File: src/rtl/alu_operand_stage.sv
// alu_operand_stage: registered operand stage feeding the ALU.
// Holds up to two decoded entries (MAIN drives the ALU, SKID absorbs one
// extra entry under backpressure), patches held and incoming operands with
// write-back data, and can be flushed on a taken branch.
module alu_operand_stage #(
  parameter int WIDTH  = 32,
  parameter int CTRL_W = 3,
  parameter int REG_AW = 5
) (
  input  logic              clk_i,
  input  logic              rst_i,
  input  logic              flush_i,
  input  logic              valid_i,
  output logic              ready_o,
  input  logic [WIDTH-1:0]  data1_i,
  input  logic [WIDTH-1:0]  data2_i,
  input  logic [REG_AW-1:0] rs1_i,
  input  logic [REG_AW-1:0] rs2_i,
  input  logic [CTRL_W-1:0] ALUCtrl_i,
  input  logic [REG_AW-1:0] rd_i,
  input  logic              wb_en_i,
  input  logic [REG_AW-1:0] wb_rd_i,
  input  logic [WIDTH-1:0]  wb_data_i,
  output logic              valid_o,
  input  logic              ready_i,
  output logic [WIDTH-1:0]  data1_o,
  output logic [WIDTH-1:0]  data2_o,
  output logic [CTRL_W-1:0] ALUCtrl_o,
  output logic [REG_AW-1:0] rd_o
);

  typedef struct packed {
    logic [WIDTH-1:0]  data1;
    logic [WIDTH-1:0]  data2;
    logic [REG_AW-1:0] rs1;
    logic [REG_AW-1:0] rs2;
    logic [CTRL_W-1:0] ctrl;
    logic [REG_AW-1:0] rd;
  } entry_t;

  typedef enum logic [1:0] {
    EMPTY = 2'd0,
    ONE   = 2'd1,
    TWO   = 2'd2
  } state_t;

  state_t state_q, state_d;
  entry_t main_q, skid_q;
  entry_t in_e, in_f, main_f, skid_f;
  logic   acc, pop;

  // Replace an operand with write-back data when its source register is
  // being written this cycle; register 0 is never a real source.
  function automatic entry_t forward(input entry_t e,
                                     input logic wb_en,
                                     input logic [REG_AW-1:0] wb_rd,
                                     input logic [WIDTH-1:0] wb_data);
    entry_t r;
    r = e;
    if (wb_en && (wb_rd != '0)) begin
      if (e.rs1 == wb_rd) r.data1 = wb_data;
      if (e.rs2 == wb_rd) r.data2 = wb_data;
    end
    return r;
  endfunction

  // Handshake terms and forwarded views of every entry that may be written.
  always_comb begin
    in_e   = '{data1: data1_i, data2: data2_i, rs1: rs1_i, rs2: rs2_i,
               ctrl: ALUCtrl_i, rd: rd_i};
    acc    = valid_i & ready_o;
    pop    = valid_o & ready_i;
    in_f   = forward(in_e, wb_en_i, wb_rd_i, wb_data_i);
    main_f = forward(main_q, wb_en_i, wb_rd_i, wb_data_i);
    skid_f = forward(skid_q, wb_en_i, wb_rd_i, wb_data_i);
  end

  // State register; ready_o is registered from the next state.
  always_ff @(posedge clk_i) begin
    // NOTE: sequential state uses non-blocking assignments so every register
    // samples the pre-edge values of its inputs.
    if (!rst_i) begin
      state_q <= EMPTY;
      ready_o <= 1'b1;
    end else begin
      state_q <= state_d;
      ready_o <= (state_d != TWO);
    end
  end

  // Next-state logic; flush wins over accept and pop.
  always_comb begin
    // NOTE: default assignment first so no path leaves state_d unassigned,
    // which would otherwise infer a latch.
    state_d = state_q;
    if (flush_i) begin
      state_d = EMPTY;
    end else begin
      unique case (state_q)
        EMPTY:   if (acc) state_d = ONE;
        ONE:     if (!acc && pop) state_d = EMPTY;
                 else if (acc && !pop) state_d = TWO;
        TWO:     if (pop) state_d = ONE;
        default: state_d = EMPTY;
      endcase
    end
  end

  // Output decode: MAIN always drives the ALU inputs.
  always_comb begin
    valid_o   = (state_q != EMPTY);
    data1_o   = main_q.data1;
    data2_o   = main_q.data2;
    ALUCtrl_o = main_q.ctrl;
    rd_o      = main_q.rd;
  end

  // Entry storage: held entries pick up forwarding every edge, then
  // accept/pop moves data between input, SKID and MAIN in arrival order.
  always_ff @(posedge clk_i) begin
    if (!rst_i) begin
      // NOTE: only MAIN is cleared because it is visible on the outputs;
      // SKID is never read while empty, so it carries no reset.
      main_q <= '0;
    end else if (!flush_i) begin
      main_q <= main_f;
      skid_q <= skid_f;
      case (state_q)
        EMPTY: if (acc) main_q <= in_f;
        ONE: begin
          if (acc && pop) main_q <= in_f;
          else if (acc)   skid_q <= in_f;
        end
        TWO:     if (pop) main_q <= skid_f;
        default: ;
      endcase
    end
  end

endmodule

File: config.mk
export PLATFORM = sky130hd
export DESIGN_NAME = alu_operand_stage
export DESIGN_NICKNAME = d
export VERILOG_FILES = /design/src/rtl/alu_operand_stage.sv
export SDC_FILE = /design/constraint.sdc
export NUM_CORES = 1
export LEC_CHECK = 0
export ABC_AREA = 1
export BUFFER_PORTS_ARGS = -buffer_cell sky130_fd_sc_hd__buf_2
export CORE_MARGIN = 3
export CORE_UTILIZATION = 58
export DETAILED_ROUTE_END_ITERATION = 8
export PLACE_DENSITY = 0.9
export SKIP_CTS_REPAIR_TIMING = 1
export SLEW_MARGIN = 30
export SYNTH_ARGS = -nofsm -noshare
export SYNTH_HDL_FRONTEND = slang
export SYNTH_SLANG_ARGS = --single-unit
File: constraint.sdc
create_clock -name clk_i -period 5 [get_ports clk_i]
set_input_delay 0 -clock clk_i [delete_from_list [all_inputs] [get_ports clk_i]]
set_output_delay 0 -clock clk_i [all_outputs]
set_load 0.005 [all_outputs]
### Word level (Yosys, flattened, before mapping)

Index checks and enable logic that the tools add are counted.

* bitwise gates (word level): 4
* eq/ne operators: 12
* mux-type cells: 22
* reductions and logical operators: 13

Operator list (number)
* 82-bit 2-to-1 mux: 6
* 82-bit case mux with 3 select lines: 1
* 32-bit 2-to-1 mux: 6
* 64-bit 2-to-1 mux: 3
* 5-bit equality test: 6
* 2-bit 2-to-1 mux: 5
* 5-bit AND reduction: 2
* 2-bit inequality test (second input constant): 4
* 2-bit case mux with 3 select lines: 1
* 5-bit nonzero test: 1
* 1-bit logical AND: 4
* 3-bit nonzero test: 1
* 1-bit AND: 2
* 2-bit by 1-bit equality test with 1-bit output (second input constant): 1
* 2-bit equality test (second input constant): 1
* 1-bit logical NOT: 2
* 2-bit logical NOT: 1
* 1-bit inverter: 2
* 2-bit AND reduction: 1
* 2-bit nonzero test: 1

* bits in registers: 167
* output and inout port bits: 74
* input bits: 125

### Longest topological paths before layout

* depth after elaboration: 9
* gate-level depth with buffers: 13

### Worst setup path after synthesis

Ideal clock, no wire load.

* path type: input -> register
* from: input rst_i
* to: register main_q (netlist bit data1_o[0])
* data required time: 4.942 ns
* buffers on the path: 1
* slack: 1.086 ns
* stages: 7
* arrival time: 3.856 ns
* cell sequence: inv_1 -> nor2_1 -> nand2_1 -> inv_2 -> buf_1 -> nand2_1 -> nand2_1

RTL lines
* from (decl): line 11 `input logic rst_i,`
* to (signal assigned): line 126 `main_q <= main_f;`
* to (signal assigned): line 129 `EMPTY: if (acc) main_q <= in_f;`
* to (signal assigned): line 131 `if (acc && pop) main_q <= in_f;`
* to (decl): line 48 `entry_t main_q, skid_q;`

### Final worst setup path

* from: register main_q (netlist bit main_f[12])
* to: register main_q (netlist bit data2_o[15])

* longest elaborated chain between the ends: 5
* elaborated cells between the ends (all ways): 7
* classes of those cells: eq/ne: 1; mux: 6

Ends and longest elaborated chain
* 5-bit equality test *: line 62 `if (e.rs2 == wb_rd) r.data2 = wb_data;`
* 32-bit 2-to-1 mux *: line 62
* 64-bit 2-to-1 mux *: line 60 `if (wb_en && (wb_rd != '0)) begin`
* 82-bit 2-to-1 mux, on equally long branches: line 134, 129, 131
* 82-bit case mux with 3 select lines *: line 128 `case (state_q)`

Mark *: on every way between the ends. The rest lies on a longest branch, timed or not. The select of a mux whose other input is x is not followed.
A chain may end at the register's enable or synchronous reset.

==> flow_summary_export.csv <==
group,metric,value,unit
placement,gp_congestion,0.880,
critical_path,cp_top_family,"simple AND/OR/NAND/NOR gates",
critical_path,crit_buf_inv,0,
sta,setup_tns,0,ns
worst_hold_path,hold_path_class,"in -> reg",
logic_synthesis,synth_cell_types,30,
cells_and_area,syn2layout_area_growth,13.3,%
floorplanning,die_height,149,um
global_routing,overflow,0,
critical_path,crit_chain,"xnor2_1, nand3_1, nor2_4, nand2_2, nand2_1, nand3_1, nand2_1, nand2_1, nand2_1",
sta,timing.hold.ws,-0.0338,ns
sta,final-hold-violation-count,37,
drt,dr_total_vias,13000,
clocking,clock-sinks,167,
critical_path,cp.arrival,3.23,ns
worst_hold_path,min_delay_worst_endpoint,"skid_q[48]$_DFFE_PP_",
run,cap_violations,0,
critical_path,r2r-end,"data2_o[15]$_SDFFE_PN0N_",
worst_hold_path,holdPathStages,5,
run_status,status,"finished with violations",
logic_synthesis,post-synth-top-area-fraction,0.223,
critical_path,cp_slowest_cell,"nor2_4",
clocking,cts_tree,"built",
sta,drv_slew,0,
drt,ant_nets,0,
critical_path,reg2regPathDepth,9,
drt,drc,1,
pwr,pwr-share-clk,0.385,
sta,slew_headroom,0.321,
clocking,cts-htree-levels,4,
cells_and_area,diodes,0,
clocking,cts_made_buffers,17,
placement,port_buffers,198,
critical_path,cpMostUsedCell,"nand2_1",
sta,worst_pin_slew,1.02,ns
pwr,ir_worst_vdd,254,uV
clocking,insertion_delay,0.45,ns
logic_synthesis,yosysWarnings,0,
logic_synthesis,synth_seq_area_share,0.352,
sta,max_freq,352,MHz
placement,detailed_place_hpwl,22500,um
logic_synthesis,ys_dominant_reg_cell,"dfxtp_1",
critical_path,timing.rr.start,"main_f[12]$_SDFFE_PN0P_",
drt,viasPerCell,5.70,
floorplanning,core-area,0.0197,mm^2
pwr,p_int,2.37,mW
drt,drt_iter0_markers,1646,
critical_path,crit_start,"main_f[12]$_SDFFE_PN0P_",
global_routing,grt_pass1_wl,58000,um
global_routing,grt_max_degree,92,
pwr,powerDensity,256,mW/mm^2
global_routing,grt_usage,0.321,
pwr,power_frac_seq,0.448,
sta,fin_crit_sh,0.568,
floorplanning,fp.dieW,149,um
run_status,violations,"DRC, hold timing",
drt,wl,36600,um
global_routing,antenna_found_initial,0,
pwr,switchingPower,1.07,mW
logic_synthesis,async_flop_share,0,
pwr,finalPower,3.43,mW
critical_path,critPathKind,"reg -> reg",
critical_path,worst_ep_required_time,5.39,ns
drt,wl_per_cell,16.0,um
floorplanning,initial_core_util,0.600,
sta,skew,0.0136,ns
clocking,ctsLongestPathBuffers,2,
worst_hold_path,min_from,"data2_i[30]",
pwr,p_comb_frac,0.167,
logic_synthesis,avgSynthCellArea,6.29,um^2
logic_synthesis,synth_edf_count,82,
drt,first_pass_iters,8,
logic_synthesis,synth_seq_cells,167,
pwr,switching_share,0.310,
logic_synthesis,yosys.area.top_type,"nand2_1",
cells_and_area,nets,2133,
sta,setup_viol,0,
clocking,cts_root_buf,"clkbuf_16",
cells_and_area,drive_gt1_frac,0.145,
sta,final.min_clock_period,2.84,ns
critical_path,worstSetupEndpointType,"flip-flop",
floorplanning,dieArea,0.0221,mm^2
logic_synthesis,netlist_instances,1879,
clocking,clk_pin_slew,0.08,ns
sta,rsz0062_at_grt,"false",
logic_synthesis,synth_nets,2004,
cells_and_area,fillers,1688,
floorplanning,num_io_pins,199,
global_routing,grt_pass1_vias,12000,
pwr,p_leak,7.30,nW
critical_path,r2r_slack,2.16,ns
logic_synthesis,netlist_area,0.0118,mm^2
floorplanning,num_rows,51,
logic_synthesis,synth_area_leaders,"nand2_1, nand3_1, edfxtp_1",
critical_path,crit_fanout,33,
critical_path,cp-start-kind,"flip-flop",
critical_path,slowest_delay,0.78,ns
flip-flops by register name (all words and copies together), names as in the netlist:
| signal | cells |
|---|---|
| skid_q | 64 |
| state_q | 2 |
| rd_o | 5 |
| ready_o | 1 |
| ALUCtrl_o | 3 |
| skid_f | 18 |
| data2_o | 32 |
| data1_o | 32 |
| main_f | 10 |
worst max-delay path by stage:
stage | endpoint | slack (ns) | cells past startpoint
floorplan | data1_o[0]$_SDFFE_PN0N_ | 1.09 | 7
global placement | data2_o[21]$_SDFFE_PN0N_ | 2.33 | 9
detailed placement | data2_o[15]$_SDFFE_PN0N_ | 2.28 | 9
CTS | data2_o[15]$_SDFFE_PN0N_ | 2.25 | 9
global route | data2_o[11]$_SDFFE_PN0N_ | 1.96 | 9
finish | data2_o[15]$_SDFFE_PN0N_ | 2.16 | 9
layout by cell type, fill, tap and decap left out:
master,count
inv_2,8
a211oi_1,1
inv_8,6
clkinvlp_4,1
nand2_1,702
nand2_2,24
a221oi_1,3
nor2_4,10
a31oi_1,13
nand3_2,2
dlygate4sd3_1,31
a21oi_2,1
nor2_2,1
a21oi_1,3
xnor2_1,14
clkinv_4,3
buf_2,198
dfxtp_1,85
inv_6,5
clkbuf_16,17
nand3_1,518
o22ai_1,2
inv_4,1
nor2_1,7
nor3_2,1
buf_4,12
xor2_1,1
nand4_1,1
or2_2,1
o21ai_0,18
nand2_4,2
clkinv_8,1
inv_1,246
edfxtp_1,82
per-stage QoR:
stage	cells	area (um^2)	hold WS, ns	setup slack, ns	utilization
floorplan	1879	11800	0.0989	1.09	-
finish	2286	13400	-0.0338	2.16	0.679
CTS	2255	13100	-0.267	2.25	0.663
global route	2286	13400	0.00299	1.96	0.679
global placement	2223	12500	0.191	2.33	0.634
detailed placement	2223	12500	0.193	2.28	0.634
final cells by class:
class | instances | area, um^2 | share of cell area
multi-input combinational | 1325 | 5960 | 0.445
sequential | 167 | 4160 | 0.311
timing repair buffer | 241 | 1390 | 0.104
inverter | 256 | 968 | 0.0723
clock buffer | 17 | 425 | 0.0318
tap | 265 | 332 | 0.0248
clock inverter | 15 | 153 | 0.0114
layer usage:
metal	part of all wire	vias to the layer above	GRT usage	wire length, um
li1	-	6236	-	-
met1	0.37	5762	0.402	13700
met2	0.46	899	0.525	16800
met3	0.12	131	0.0653	4350
met4	0.048	0	0.167	1760
met5	0	-	0	0
tightest hold or removal path, delay by kind of cell:
kind          cells  cell delay, ns
simple gates      3            0.19
buf+inv           2            0.11
power groups by stage:
stage / logic (mW) / clock network, mW / registers, mW
detailed placement: 0.539 / 0 / 1.57
floorplan: 0.366 / 0 / 1.57
global placement: 0.527 / 0 / 1.57
finish: 0.572 / 1.32 / 1.54
global route: 0.634 / 1.39 / 1.55
CTS: 0.542 / 1.33 / 1.54
synthesized netlist by cell type (2+ instances only):
library cell    n
nor2_4          7
nand2_1       702
buf_6          18
inv_2           8
buf_1          18
o21ai_0        18
buf_2          42
nor2_2          2
nand2_4         2
a221oi_1        3
a31oi_1        13
o22ai_1         2
inv_1         247
dfxtp_1        85
edfxtp_1       82
nand2_2        24
nand3_2         2
nand3_1       518
xnor2_1        14
clkbuf_1       32
nor2_1          9
buf_4          21
a21oi_1         3
logic make-up after synthesis:
family	synth area share
AO/OA/AOI/OAI	0.0204
flip-flops	0.352
buffers and inverters	0.146
XOR/XNOR	0.0111
AND/OR/NAND/NOR	0.471
No activity file was read; power rests on OpenSTA's default activity.
